### src/rtl/rv32i_types.sv
// rv32i_types: shared CDB payload type and CDB requester indexing
//   cdb_t         - result broadcast record (valid, preg, areg, result, jalr info)
//   NUM_CDB_REQ   - number of CDB requesters
//   cdb_req_idx_t - fixed requester order ALU=0, MUL=1, LS=2
package rv32i_types;
  localparam int NUM_CDB_REQ = 3;
  localparam int CDB_PTR_W = $clog2(NUM_CDB_REQ);
  typedef enum logic [1:0] {CDB_ALU, CDB_MUL, CDB_LS} cdb_req_idx_t;
  typedef struct packed {
    logic        cdb_valid;
    logic [5:0]  preg_index;
    logic [4:0]  areg_index;
    logic [31:0] result;
    logic        jalr_flag;
    logic [31:0] jalr_return_pc;
  } cdb_t;
endpackage

### src/rtl/cdb_arbiter_if.sv
// cdb_arbiter_if: requester/flush inputs, ready handshakes and cdb broadcast
//   master - functional units and flush source (drive requests, see ready/cdb)
//   slave  - the arbiter (drives ready, cdb and the round-robin pointer view)
interface cdb_arbiter_if;
  import rv32i_types::*;
  logic                 branch_flush;
  cdb_t                 alu_req, mul_req, ls_req;
  logic                 alu_ready, mul_ready, ls_ready;
  cdb_t                 cdb;
  logic [CDB_PTR_W-1:0] rr_ptr;
  modport master (
    output branch_flush, alu_req, mul_req, ls_req,
    input  alu_ready, mul_ready, ls_ready, cdb, rr_ptr
  );
  modport slave (
    input  branch_flush, alu_req, mul_req, ls_req,
    output alu_ready, mul_ready, ls_ready, cdb, rr_ptr
  );
endinterface

### src/rtl/rr_arbiter.sv
// rr_arbiter: round-robin one-hot grant over N requesters
//   clk, rst - clock, synchronous active-low reset
//   req_i    - request vector
//   gnt_o    - one-hot grant (zero when no request)
//   ptr_o    - last winner; reset value N-1 gives index 0 highest priority
module rr_arbiter #(
  parameter int N = 3,
  parameter int W = (N > 1) ? $clog2(N) : 1
) (
  input  logic         clk,
  input  logic         rst,
  input  logic [N-1:0] req_i,
  output logic [N-1:0] gnt_o,
  output logic [W-1:0] ptr_o
);
  logic [W-1:0] ptr_q, ptr_d;
  always_comb begin
    int best, win;
    best = N;
    win = 0;
    gnt_o = '0;
    // nearest requester counting from the slot after the last winner wins
    for (int j = 0; j < N; j++)
      if (req_i[j] && (j + 2 * N - int'(ptr_q) - 1) % N < best) begin
        best = (j + 2 * N - int'(ptr_q) - 1) % N;
        win = j;
      end
    for (int j = 0; j < N; j++) gnt_o[j] = (best < N) && (win == j);
    ptr_d = (best < N) ? W'(win) : ptr_q;
  end
  always_ff @(posedge clk) ptr_q <= !rst ? W'(N - 1) : ptr_d;
  assign ptr_o = ptr_q;
endmodule

### src/rtl/cdb_arbiter.sv
// cdb_arbiter: round-robin CDB arbiter with one skid entry per requester
//   clk, rst - clock, synchronous active-low reset
//   bus      - slave side: branch_flush, alu/mul/ls_req in; *_ready, cdb, rr_ptr out
module cdb_arbiter
  import rv32i_types::*;
#(
  parameter int NUM_REQ = NUM_CDB_REQ
) (
  input logic          clk,
  input logic          rst,
  cdb_arbiter_if.slave bus
);
  cdb_t req [NUM_REQ];
  cdb_t cand [NUM_REQ];
  cdb_t skid_q [NUM_REQ];
  cdb_t cdb_q, cdb_d;
  logic [NUM_REQ-1:0] skid_v_q, vld, gnt, ready, acc;
  assign req[CDB_ALU] = bus.alu_req;
  assign req[CDB_MUL] = bus.mul_req;
  assign req[CDB_LS]  = bus.ls_req;
  assign bus.alu_ready = ready[CDB_ALU];
  assign bus.mul_ready = ready[CDB_MUL];
  assign bus.ls_ready  = ready[CDB_LS];
  assign bus.cdb = cdb_q;
  // a buffered result always goes ahead of the live request from the same unit
  always_comb begin
    for (int i = 0; i < NUM_REQ; i++) begin
      cand[i] = skid_v_q[i] ? skid_q[i] : req[i];
      vld[i] = cand[i].cdb_valid && !bus.branch_flush;
    end
  end
  rr_arbiter #(.N(NUM_REQ)) u_rr (
    .clk  (clk),
    .rst  (rst),
    .req_i(vld),
    .gnt_o(gnt),
    .ptr_o(bus.rr_ptr)
  );
  always_comb begin
    cdb_d = '0;
    for (int i = 0; i < NUM_REQ; i++) begin
      ready[i] = rst && (bus.branch_flush || !skid_v_q[i] || gnt[i]);
      acc[i] = req[i].cdb_valid && ready[i];
      if (gnt[i]) cdb_d = cand[i];
    end
  end
  // an accepted request lands in the skid unless it went straight to the cdb
  always_ff @(posedge clk) begin
    if (!rst || bus.branch_flush) begin
      skid_v_q <= '0;
      cdb_q <= '0;
    end else begin
      cdb_q <= cdb_d;
      for (int i = 0; i < NUM_REQ; i++) begin
        skid_v_q[i] <= gnt[i] ? skid_v_q[i] && acc[i] : skid_v_q[i] || acc[i];
        if (acc[i] && !(gnt[i] && !skid_v_q[i])) skid_q[i] <= req[i];
      end
    end
  end
endmodule
### src/flat_wrapper.sv
// flat-port wrapper written by rule: the top's interface ports become plain ports
module cdb_arbiter_flat import rv32i_types::*;
#(
  parameter int NUM_REQ = NUM_CDB_REQ
)
  (clk, rst, bus_branch_flush, bus_alu_req, bus_mul_req, bus_ls_req, bus_alu_ready, bus_mul_ready, bus_ls_ready, bus_cdb, bus_rr_ptr);
  cdb_arbiter_if bus_i ();
  input logic clk;
  input logic rst;
  input wire logic [$bits(bus_i.branch_flush)-1:0] bus_branch_flush;
  input wire logic [$bits(bus_i.alu_req)-1:0] bus_alu_req;
  input wire logic [$bits(bus_i.mul_req)-1:0] bus_mul_req;
  input wire logic [$bits(bus_i.ls_req)-1:0] bus_ls_req;
  output wire logic [$bits(bus_i.alu_ready)-1:0] bus_alu_ready;
  output wire logic [$bits(bus_i.mul_ready)-1:0] bus_mul_ready;
  output wire logic [$bits(bus_i.ls_ready)-1:0] bus_ls_ready;
  output wire logic [$bits(bus_i.cdb)-1:0] bus_cdb;
  output wire logic [$bits(bus_i.rr_ptr)-1:0] bus_rr_ptr;
  assign bus_i.branch_flush = bus_branch_flush;
  assign bus_i.alu_req = bus_alu_req;
  assign bus_i.mul_req = bus_mul_req;
  assign bus_i.ls_req = bus_ls_req;
  assign bus_alu_ready = bus_i.alu_ready;
  assign bus_mul_ready = bus_i.mul_ready;
  assign bus_ls_ready = bus_i.ls_ready;
  assign bus_cdb = bus_i.cdb;
  assign bus_rr_ptr = bus_i.rr_ptr;
  cdb_arbiter #(.NUM_REQ(NUM_REQ)) u_core (.clk(clk), .rst(rst), .bus(bus_i));
endmodule
### config.mk
export PLATFORM = sky130hd
export DESIGN_NAME = cdb_arbiter_flat
export DESIGN_NICKNAME = d
export VERILOG_FILES = /design/src/rtl/rv32i_types.sv /design/src/rtl/cdb_arbiter_if.sv /design/src/rtl/rr_arbiter.sv /design/src/rtl/cdb_arbiter.sv /design/src/flat_wrapper.sv
export SDC_FILE = /design/constraint.sdc
export NUM_CORES = 1
export LEC_CHECK = 0
export CAP_MARGIN = 0
export CORE_AREA = 3 3 166 168
export CTS_CLUSTER_SIZE = 24
export DETAILED_ROUTE_END_ITERATION = 8
export DIE_AREA = 0 0 169 171
export DONT_BUFFER_PORTS = 1
export PLACE_DENSITY = 0.75
export SYNTH_ARGS = -nofsm -noshare
export SYNTH_HDL_FRONTEND = slang
export SYNTH_SLANG_ARGS = --single-unit
### constraint.sdc
create_clock -name clk -period 27.4 [get_ports clk]
set_clock_uncertainty 0.15 [all_clocks]
set_input_delay 5.48 -clock clk [delete_from_list [all_inputs] [get_ports clk]]
set_output_delay 5.48 -clock clk [all_outputs]
set_load 0.01 [all_outputs]
==> results.json, run 1 <==
{
  "cts.hold.buffers_added": 0,
  "hold_viol_final": 0,
  "synth_async_sr_flop_share_pct": 0,
  "postCtsSetupBuffers": 0,
  "critPathMaxFanout": 19,
  "pin_count_of_the_biggest_net_entering_global_routing": 92,
  "number_of_flip_flops_and_latches_in_the_synthesized_netlist": 313,
  "comb_power_share_pct": 37.1,
  "crit_path_end_kind": "output port",
  "drt_iter0_drc": 842,
  "design.die.area_um2": 28900,
  "grt.overflow.total": 0,
  "antenna_cells_inserted": 0,
  "cts.clk_slew.worst_paths_ns": 0.06,
  "cts_made_buffers": 34,
  "synth.yosys.warnings": 0,
  "numPlacedInstances": 1573,
  "final-instance-count-excl-fill": 1635,
  "antenna_found_initial": 0,
  "post-route-period-util_pct": 69.2,
  "distinct_cell_type_count_of_the_synthesized_netlist": 71,
  "numClockSinks": 313,
  "fmax_ghz": 0.0528,
  "setup_repair_after_global_routing_missed_its_margin": "false",
  "layout_min_cycle_time_ns": 18.95,
  "root_buffer": "sky130_fd_sc_hd__clkbuf_16",
  "critical_path_class": "input port to output port",
  "netlist_area_um2": 16000,
  "rows": 59,
  "drt_wl_total_mm": 39.7,
  "hold_class": "register to register",
  "detailedRoute.firstPassIterationCount": 5,
  "power.switching_fraction_pct": 36.0,
  "yosysSeqAreaShare_pct": 53.8,
  "timing.setup.tns_ns": 0,
  "synth-edff-count": 231,
  "pre_cts_slack_ns": 8.66,
  "chipHeight_um": 171,
  "outcome": "finished, final reports clean",
  "routabilityCongestion": 0.922,
  "area_overhead_vs_synth_pct": 8.23,
  "design_power_total_mw": 1.64,
  "kind_of_launch_point_of_the_worst_setup_path": "input port",
  "dieWidth_um": 169,
  "synth.net_count": 1621,
  "drc": 0,
  "cts.path.max_buffers": 3,
  "post_cts_resized": 0,
  "io-pin-count": 316,
  "initial_utilization_pct": 61.2,
  "leakage_nw": 5.84,
  "power.share.sequential_pct": 35.5,
  "tritoncts_clock_tree": "yes",
  "ant_nets": 0,
  "cap_violations": 0,
  "multi_input_comb_area_um2": 6920,
  "clock_power_share_pct": 27.4,
  "slew_viol_final": 0,
  "switchingPower_mw": 0.590,
  "postLayoutSetupSlackWorst_ns": 8.45,
  "vias": 10718,
  "grt_pass1_wl_mm": 60.8,
  "hpwlAfterDp_mm": 26.5,
  "number_of_global_route_vias_before_repair": 10784,
  "internal_power_mw": 1.05,
  "global_routing_usage_summed_across_all_routing_layers_pct": 26.6,
  "port-buffer-count": 0,
  "pwr_density_cell_nw_per_um2": 94.8,
  "route.detailed.vias_per_inst": 6.56,
  "critical_path_required_ns": 21.77,
  "h-tree-depth": 2,
  "synthesized_instance_count": 1311,
  "worst_ir_drop_vdd_uv": 75.8,
  "final_nets": 1584,
  "fp.coreArea_um2": 26100,
  "wire_per_inst_um": 24.3,
  "synth_top_flop_cell": "sky130_fd_sc_hd__edfxtp_1",
  "seq_area_um2": 8590,
  "maxSlewHeadroom_pct": 30.5,
  "total_setup_violations_reported_at_the_end_of_the_flow": 0,
  "clock_insertion_delay_worst_skew_ns": 0.52,
  "post_route_cells_drive_above_1_share_pct": 16.2,
  "avgSynthCellArea_um2": 12.2,
  "tightestPinTransition_ns": 1.04,
  "critPathArrivalTime_ns": 13.32,
  "nFillCells": 1921
}
[worst paths after layout]
kind	start	endpoint	slack (ns)	cells past startpoint
setup / recovery	bus_alu_req[76]	bus_mul_ready	8.45	27
hold / removal	u_core.skid_q[0][161]$_DFFE_PP_	u_core.bus.cdb[7]$_SDFF_PN0_	0.38	2
setup reg to reg	u_core.u_rr.ptr_o[0]$_SDFFE_PN0N_	u_core.skid_q[0][113]$_DFFE_PP_	13.74	38
hold reg to reg	u_core.skid_q[0][161]$_DFFE_PP_	u_core.bus.cdb[7]$_SDFF_PN0_	0.38	2
[power by group through the flow]
stage               sequential (mW)  combinational, mW  clock, mW
global route                  0.585              0.680      0.471
CTS                           0.582              0.600      0.456
detailed placement            0.592              0.596          0
finish                        0.582              0.607      0.448
global placement              0.591              0.583          0
floorplan                     0.582              0.477          0
[worst max-delay path, stage by stage]
cell                        delay [ns]
sky130_fd_sc_hd__mux2i_1          0.06
sky130_fd_sc_hd__or2_2            0.36
sky130_fd_sc_hd__a21oi_1          0.13
sky130_fd_sc_hd__buf_4            0.21
sky130_fd_sc_hd__nand2_1          0.38
sky130_fd_sc_hd__a41o_1           0.39
sky130_fd_sc_hd__ha_1             0.29
sky130_fd_sc_hd__a211oi_1         0.24
sky130_fd_sc_hd__nor2_1           0.09
sky130_fd_sc_hd__a2111oi_0        0.68
sky130_fd_sc_hd__a211oi_1         0.20
sky130_fd_sc_hd__nor2_1           0.22
sky130_fd_sc_hd__a21o_4           0.20
sky130_fd_sc_hd__clkinv_1         0.47
sky130_fd_sc_hd__nor2_1           0.98
sky130_fd_sc_hd__a31oi_1          0.11
sky130_fd_sc_hd__ha_1             0.24
sky130_fd_sc_hd__a21o_1           0.17
sky130_fd_sc_hd__nand3_1          0.09
sky130_fd_sc_hd__a21oi_1          0.07
sky130_fd_sc_hd__a2111oi_0        0.55
sky130_fd_sc_hd__a21oi_1          0.19
sky130_fd_sc_hd__nor4b_1          0.19
sky130_fd_sc_hd__a22oi_2          0.28
sky130_fd_sc_hd__mux2i_1          0.50
sky130_fd_sc_hd__a31oi_1          0.21
sky130_fd_sc_hd__a21oi_1          0.35
[cell families after synthesis]
kind of cell | after synthesis | share of synthesized area, %
compound gates | 323 | 13.6
xor+xnor | 8 | 0.439
fa+ha+maj | 76 | 5.96
buf+inv | 113 | 3.12
flops | 313 | 53.8
mux | 253 | 16.6
other cells | 1 | 0.0235
simple gates | 224 | 6.45
[stage by stage]
stage                     hold WS [ns]  utilization [%]  area (um2)
final                            0.376             66.3       17300
after CTS                        0.382             66.3       17300
after detailed placement         0.370             62.0       16200
after floorplan                  0.332                -       16000
after global routing             0.405             66.3       17300
after global placement           0.357             62.0       16200
[area by class of cell]
class / instances / area share, %
Sequential cell: 313 / 49.8
Multi-Input combinational cell: 885 / 40.1
Clock buffer: 50 / 5.92
Tap cell: 335 / 2.43
Timing Repair Buffer: 20 / 0.870
Clock inverter: 12 / 0.500
Inverter: 20 / 0.435
[registers in the layout (all words and copies together) (netlist names)]
name	flops
u_core.bus.cdb	77
u_core.skid_v_q	3
u_core.skid_q	231
u_core.u_rr.ptr_o	2
[Yosys cell counts, drive strengths merged (3+ instances only)]
cell type	count	area (um2)
edfxtp	231	6940
mux2i	161	1610
a21oi	122	614
nor2	100	375
mux2	92	1040
dfxtp	82	1640
o22ai	78	651
ha	76	951
clkbuf	73	274
nand2	50	188
o21ai	25	129
a31oi	20	125
buf	20	149
inv	19	71.3
nand3	14	75.1
nor3	13	65.1
o41ai	13	114
nand2b	12	75.1
a21o	11	82.6
nand4	9	56.3
a211oi	8	60.1
nor2b	7	43.8
o21a	7	52.6
o211ai	6	45.0
a2111oi	5	43.8
o31ai	5	37.5
xor2	5	43.8
or2	3	18.8
xnor2	3	26.3
[per-layer routing]
layer / vias to the layer above / track usage (%) / share of wire [%]
li1: 4950 / - / -
met1: 5174 / 33.7 / 39
met2: 496 / 41.7 / 46
met3: 98 / 9.47 / 11
met4: 0 / 11.2 / 3.9
met5: - / 0 / 0
[cell usage in the layout (no fill, tap or decap), types with 13 or more instances in the layout]
cell                        count
sky130_fd_sc_hd__buf_4         20
sky130_fd_sc_hd__ha_1          76
sky130_fd_sc_hd__a21oi_1      120
sky130_fd_sc_hd__mux2i_1      161
sky130_fd_sc_hd__o21ai_0       22
sky130_fd_sc_hd__o22ai_1       52
sky130_fd_sc_hd__dfxtp_1       79
sky130_fd_sc_hd__inv_1         19
sky130_fd_sc_hd__edfxtp_1     231
sky130_fd_sc_hd__a31oi_1       20
sky130_fd_sc_hd__mux2_2        91
sky130_fd_sc_hd__nor2_1       100
sky130_fd_sc_hd__clkbuf_16     35
sky130_fd_sc_hd__nand2_1       50
sky130_fd_sc_hd__o22ai_2       26
sky130_fd_sc_hd__o41ai_1       13
No activity file was read; power rests on OpenSTA's default activity.
==> run 2: changes to the inputs <==
==> constraint.sdc (replaced) <==
create_clock -name clk -period 19.4 [get_ports clk]
set_clock_uncertainty 0.15 [all_clocks]
set_input_delay 3.88 -clock clk [delete_from_list [all_inputs] [get_ports clk]]
set_output_delay 3.88 -clock clk [all_outputs]
set_load 0.01 [all_outputs]
==> run 2 against run 1 <==
  * Total power up 38%
  * Global-route usage down 0.79 points
  * Critical endpoint unchanged
  * Cell count down 0.49%
  * Largest power group unchanged
==> results.json, run 2 (same netlist as run 1, synthesis figures left out) <==
{
  "vias": 10537,
  "number_of_global_route_vias_before_repair": 10515,
  "timing.setup.tns_ns": 0,
  "chipHeight_um": 171,
  "layout_min_cycle_time_ns": 17.66,
  "antenna_found_initial": 0,
  "hold_class": "register to register",
  "grt.overflow.total": 0,
  "cp_slowest_stage_delay_ns": 1.02,
  "critical_path.reg2reg.startpoint": "u_core.u_rr.ptr_o[0]$_SDFFE_PN0N_",
  "startpoint": "bus_alu_req[76]",
  "cts_made_buffers": 31,
  "numClockSinks": 313,
  "outcome": "finished, final reports clean",
  "maxSlewHeadroom_pct": 20.3,
  "cap_violations": 0,
  "route.detailed.vias_per_inst": 6.48,
  "port-buffer-count": 0,
  "comb_power_share_pct": 37.9,
  "critPathArrivalTime_ns": 13.63,
  "commonest_non_fill_non_tap_cells_in_the_layout": "sky130_fd_sc_hd__edfxtp_1 (231), sky130_fd_sc_hd__mux2i_1 (161), sky130_fd_sc_hd__a21oi_1 (120)",
  "io-pin-count": 316,
  "pwr_density_cell_nw_per_um2": 132,
  "postLayoutSetupSlackWorst_ns": 1.74,
  "switchingPower_mw": 0.820,
  "tightestPinTransition_ns": 1.19,
  "largest_reg_flops": 231,
  "grt_pass1_wl_mm": 59.0,
  "setup_repair_after_global_routing_missed_its_margin": "false",
  "post_cts_resized": 0,
  "h-tree-depth": 1,
  "critical_path_required_ns": 15.37,
  "fp.coreArea_um2": 26100,
  "kind_of_launch_point_of_the_worst_setup_path": "input port",
  "initial_utilization_pct": 61.2,
  "crit_slowest_cell": "sky130_fd_sc_hd__nor2_1",
  "global_routing_usage_summed_across_all_routing_layers_pct": 25.8,
  "route.met3.wl_mm": 3.65,
  "post_route_cells_drive_above_1_share_pct": 15.8,
  "drt_wl_total_mm": 39.2,
  "wire_per_inst_um": 24.1,
  "ant_nets": 0,
  "power.switching_fraction_pct": 36.4,
  "post-route-period-util_pct": 91.0,
  "hold_viol_final": 0,
  "antenna_cells_inserted": 0,
  "tritoncts_clock_tree": "yes",
  "power.share.sequential_pct": 36.4,
  "leakage_nw": 5.76,
  "path_buf_inv": 1,
  "rows": 59,
  "dieWidth_um": 169,
  "rrSetupSlack_ns": 4.92,
  "internal_power_mw": 1.43,
  "cpLargestDelayFamily": "compound AO/OA/AOI/OAI gates",
  "clock_insertion_delay_worst_skew_ns": 0.55,
  "slew_viol_final": 0,
  "total_setup_violations_reported_at_the_end_of_the_flow": 0,
  "met2_length_mm": 18.2,
  "clock_power_share_pct": 25.6,
  "postCtsSetupBuffers": 0,
  "routedLengthMet1_mm": 16.2,
  "top_signal_layer_used": "met4",
  "timing.critical_path.depth": 25,
  "destination_of_the_worst_register_to_register_timing_path": "u_core.skid_q[0][164]$_DFFE_PP_",
  "critPathMaxFanout": 89,
  "hpwlAfterDp_mm": 26.3,
  "cts.hold.buffers_added": 0,
  "final_nets": 1577,
  "cp-endpoint": "bus_mul_ready",
  "drc": 0,
  "drt_iter0_drc": 720,
  "worst_ir_drop_vdd_uv": 97.8,
  "pre_cts_slack_ns": 1.96,
  "nFillCells": 1942,
  "area_overhead_vs_synth_pct": 7.30,
  "root_buffer": "sky130_fd_sc_hd__clkbuf_16",
  "critical_path_class": "input port to output port",
  "crit_path_end_kind": "output port",
  "timing.reg2reg.worst_path_depth": 37,
  "max_flop_register": "u_core.skid_q",
  "final_common_cell": "sky130_fd_sc_hd__edfxtp_1",
  "design.die.area_um2": 28900,
  "fmax_ghz": 0.0566,
  "detailedRoute.firstPassIterationCount": 5,
  "cts.path.max_buffers": 3,
  "cts.clk_slew.worst_paths_ns": 0.06,
  "routabilityCongestion": 0.956,
  "pin_count_of_the_biggest_net_entering_global_routing": 90
}
## run 2: worst min path at each step
stage / cells past startpoint / endpoint / slack (ns) / startpoint
2_1_floorplan: 2 / u_core.bus.cdb[43]$_SDFF_PN0_ / 0.33 / u_core.skid_q[0][197]$_DFFE_PP_
3_3_place_gp: 2 / u_core.bus.cdb[32]$_SDFF_PN0_ / 0.36 / u_core.skid_q[0][186]$_DFFE_PP_
3_5_place_dp: 2 / u_core.bus.cdb[10]$_SDFF_PN0_ / 0.37 / u_core.skid_q[0][164]$_DFFE_PP_
4_1_cts: 2 / u_core.bus.cdb[32]$_SDFF_PN0_ / 0.38 / u_core.skid_q[0][186]$_DFFE_PP_
5_1_grt: 2 / u_core.bus.cdb[21]$_SDFF_PN0_ / 0.40 / u_core.skid_q[0][175]$_DFFE_PP_
6_report: 2 / u_core.bus.cdb[60]$_SDFF_PN0_ / 0.38 / u_core.skid_q[0][214]$_DFFE_PP_
## run 2: layout make-up
class | count | area (um2) | area share, %
Sequential cell | 313 | 8590 | 50.2
Multi-Input combinational cell | 885 | 6920 | 40.4
Clock buffer | 43 | 881 | 5.15
Tap cell | 335 | 419 | 2.45
Timing Repair Buffer | 16 | 120 | 0.702
Clock inverter | 15 | 110 | 0.643
Inverter | 20 | 75.1 | 0.439
## run 2: per-stage QoR
| step | std cells | total power [mW] | instance area (um2) | util [%] | hold WS, ns |
|---|---|---|---|---|---|
| 6_report | 1627 | 2.25 | 17100 | 65.7 | 0.385 |
| 4_1_cts | 1627 | 2.25 | 17100 | 65.7 | 0.381 |
| 2_1_floorplan | 1311 | 1.49 | 16000 | - | 0.332 |
| 3_3_place_gp | 1569 | 1.66 | 16100 | 61.9 | 0.359 |
| 3_5_place_dp | 1569 | 1.68 | 16100 | 61.9 | 0.368 |
| 5_1_grt | 1627 | 2.39 | 17100 | 65.7 | 0.395 |
## run 2: worst register-to-register path, delay by kind of cell (launching register included)
family                     cells  cell delay, ns
buffers and inverters          6            2.45
adders and majority gates      6            2.43
muxes                          1            0.50
and+or+nand+nor               11            3.84
xor gates and xnor gates       1            0.28
DFF                            1            0.68
AOI/OAI and AO/OA             12            3.76
## run 2: metal layers
| metal | GRT usage (%) | vias up |
|---|---|---|
| met3 | 7.67 | 80 |
| li1 | - | 4949 |
| met2 | 41.4 | 424 |
| met5 | 0 | - |
| met1 | 33.7 | 5084 |
| met4 | 9.00 | 0 |
## run 2: power by group through the flow
| stage | Sequential (mW) | Combinational (mW) | Clock (mW) |
|---|---|---|---|
| floorplan | 0.821 | 0.674 | 0 |
| global placement | 0.835 | 0.825 | 0 |
| detailed placement | 0.836 | 0.842 | 0 |
| CTS | 0.822 | 0.847 | 0.585 |
| global route | 0.826 | 0.955 | 0.609 |
| finish | 0.821 | 0.855 | 0.578 |
==> run 3: changes to the inputs <==
--- a/config.mk
+++ b/config.mk
@@ -11,7 +11,7 @@
 export DETAILED_ROUTE_END_ITERATION = 8
 export DIE_AREA = 0 0 169 171
 export DONT_BUFFER_PORTS = 1
-export PLACE_DENSITY = 0.75
+export PLACE_DENSITY = 0.86
 export SYNTH_ARGS = -nofsm -noshare
 export SYNTH_HDL_FRONTEND = slang
 export SYNTH_SLANG_ARGS = --single-unit
==> run 3 against run 2 <==
  * First-iteration DRC count rose by 28%
  * Hold slack lost 0.0046 ns
  * Total power is 0.21% higher
  * Non-clock buffer count up 1
  * Fmax up 6.7%
  * Cell count is essentially flat
  * Sequential cell count stayed put
  * Count of clock-buffer cells in the layout is 6 higher
  * Via count is 2.9% higher
  * Setup slack better by 1.1 ns
  * Sequential power grew 0.5%
  * Clock power barely moved
  * Highest routed layer unchanged
==> results.json, run 3 (same netlist as run 1, synthesis figures left out) <==
{
  "outcome": "finished, final reports clean",
  "leakage_nw": 5.76,
  "critical_path.reg2reg.startpoint": "u_core.u_rr.ptr_o[0]$_SDFFE_PN0N_",
  "slew_viol_final": 0,
  "chipHeight_um": 171,
  "finalHoldWorstSlack_ns": 0.380,
  "min-delay-start": "u_core.skid_q[0][172]$_DFFE_PP_",
  "io-pin-count": 316,
  "whs_path_depth": 2,
  "route.detailed.vias_per_inst": 6.66,
  "cts.path.max_buffers": 3,
  "comb_power_share_pct": 37.8,
  "final-instance-count-excl-fill": 1628,
  "rrSetupSlack_ns": 5.68,
  "postCtsSetupBuffers": 0,
  "vias": 10840,
  "cp_slowest_stage_delay_ns": 0.90,
  "setup_repair_after_global_routing_missed_its_margin": "false",
  "critical_path_required_ns": 15.37,
  "kind_of_launch_point_of_the_worst_setup_path": "register",
  "ant_nets": 0,
  "cpLargestDelayFamily": "compound AO/OA/AOI/OAI gates",
  "area_overhead_vs_synth_pct": 7.30,
  "switchingPower_mw": 0.826,
  "cts.hold.buffers_added": 0,
  "clock_insertion_delay_worst_skew_ns": 0.57,
  "critPathArrivalTime_ns": 12.52,
  "final_common_cell": "sky130_fd_sc_hd__edfxtp_1",
  "timing.setup.tns_ns": 0,
  "worst_ir_drop_vdd_uv": 117,
  "post-route-period-util_pct": 85.3,
  "antenna_cells_inserted": 0,
  "cap_violations": 0,
  "final_core_utilization_pct": 65.7,
  "post_route_cells_drive_above_1_share_pct": 15.3,
  "timing.reg2reg.worst_path_depth": 36,
  "tightestPinTransition_ns": 1.27,
  "critPathMaxFanout": 51,
  "detailedRoute.firstPassIterationCount": 7,
  "commonest_non_fill_non_tap_cells_in_the_layout": "sky130_fd_sc_hd__edfxtp_1 (231), sky130_fd_sc_hd__mux2i_1 (161), sky130_fd_sc_hd__a21oi_1 (120)",
  "whs_endpoint": "u_core.bus.cdb[18]$_SDFF_PN0_",
  "hold_class": "register to register",
  "initial_utilization_pct": 61.2,
  "cts_made_buffers": 31,
  "final_nets": 1578,
  "hold_viol_final": 0,
  "antenna_found_initial": 0,
  "grt.overflow.total": 0,
  "rows": 59,
  "drt_wl_total_mm": 40.9,
  "hpwlAfterDp_mm": 27.6,
  "power.switching_fraction_pct": 36.6,
  "root_buffer": "sky130_fd_sc_hd__clkbuf_16",
  "maxSlewHeadroom_pct": 14.9,
  "wire_per_inst_um": 25.1,
  "critical_path_class": "register to output port",
  "nFillCells": 1838,
  "tritoncts_clock_tree": "yes",
  "crit_top_cell": "sky130_fd_sc_hd__ha_1",
  "destination_of_the_worst_register_to_register_timing_path": "u_core.skid_q[0][99]$_DFFE_PP_",
  "drc": 0,
  "number_of_global_route_vias_before_repair": 10759,
  "numClockSinks": 313,
  "drt_iter0_drc": 920,
  "layout_min_cycle_time_ns": 16.55,
  "cts.clk_slew.worst_paths_ns": 0.06,
  "fp.coreArea_um2": 26100,
  "dieWidth_um": 169,
  "design.die.area_um2": 28900,
  "max_flop_register": "u_core.skid_q",
  "largest_reg_flops": 231,
  "path_buf_inv": 3,
  "total_setup_violations_reported_at_the_end_of_the_flow": 0,
  "internal_power_mw": 1.43,
  "numPlacedInstances": 1570,
  "fmax_ghz": 0.0604,
  "crit_path_end_kind": "output port",
  "grt_pass1_wl_mm": 61.0,
  "power.share.sequential_pct": 36.5,
  "post_cts_resized": 0,
  "crit_slowest_cell": "sky130_fd_sc_hd__nor2_1",
  "pwr_density_cell_nw_per_um2": 132,
  "global_routing_usage_summed_across_all_routing_layers_pct": 26.8,
  "h-tree-depth": 1,
  "seq_area_um2": 8590,
  "routabilityCongestion": 0.944,
  "clock_power_share_pct": 25.6,
  "multi_input_comb_area_um2": 6920,
  "pin_count_of_the_biggest_net_entering_global_routing": 70,
  "port-buffer-count": 0
}
==> run 3: cell types whose count changed in the layout (fill, tap and decap cells not counted) <==
cell	previous run	this run
sky130_fd_sc_hd__clkinv_2	8	3
sky130_fd_sc_hd__inv_6	1	0
sky130_fd_sc_hd__clkinvlp_4	2	0
sky130_fd_sc_hd__clkinv_4	1	2
sky130_fd_sc_hd__buf_4	16	17
sky130_fd_sc_hd__clkbuf_1	6	13
sky130_fd_sc_hd__clkbuf_8	6	5
sky130_fd_sc_hd__inv_16	0	1
==> run 3: metrics by stage <==
stage / instance area, um2 / power, mW / worst slack, ns
2_1_floorplan: 16000 / 1.49 / 0.348
3_3_place_gp: 16100 / 1.65 / 3.57
3_5_place_dp: 16100 / 1.68 / 3.29
4_1_cts: 17100 / 2.26 / 2.92
5_1_grt: 17100 / 2.39 / 1.67
6_report: 17100 / 2.26 / 2.85
==> run 3: power groups by stage <==
stage,Sequential [mW],Clock [mW],Combinational [mW]
2_1_floorplan,0.821,0,0.674
3_3_place_gp,0.837,0,0.815
3_5_place_dp,0.839,0,0.841
4_1_cts,0.825,0.584,0.846
5_1_grt,0.830,0.606,0.958
6_report,0.825,0.579,0.855
==> run 3: worst min-delay path, delay by kind of cell, from the launching register on <==
kind	cells	cell delay [ns]
mux	1	0.06
flops	1	0.32
compound gates	1	0.11
==> run 3: worst max-delay path by stage <==
stage,depth (start not counted),startpoint,endpoint
after floorplan,28,bus_alu_req[76],u_core.skid_q[0][100]$_DFFE_PP_
after global placement,26,bus_alu_req[76],bus_mul_ready
after detailed placement,26,bus_alu_req[76],bus_mul_ready
after CTS,35,u_core.u_rr.ptr_o[0]$_SDFFE_PN0N_,bus_mul_ready
after global routing,34,u_core.u_rr.ptr_o[0]$_SDFFE_PN0N_,bus_mul_ready
final,34,u_core.u_rr.ptr_o[0]$_SDFFE_PN0N_,bus_mul_ready
==> run 3: cell type report <==
type / instances / area share, %
clock buffers: 49 / 5.22
clock inverters: 9 / 0.526
well taps: 335 / 2.45
inverters: 20 / 0.439
repair buffers: 17 / 0.746
flip-flops and latches: 313 / 50.2
multi-input cells: 885 / 40.4
==> run 3: per-layer routing <==
layer | vias to the layer above | global-route usage [%] | part of all wire (%)
li1 | 4943 | - | -
met1 | 5216 | 33.8 | 39
met2 | 572 | 43.1 | 46
met3 | 109 | 8.73 | 11
met4 | 0 | 10.9 | 3.9
met5 | - | 0.669 | 0
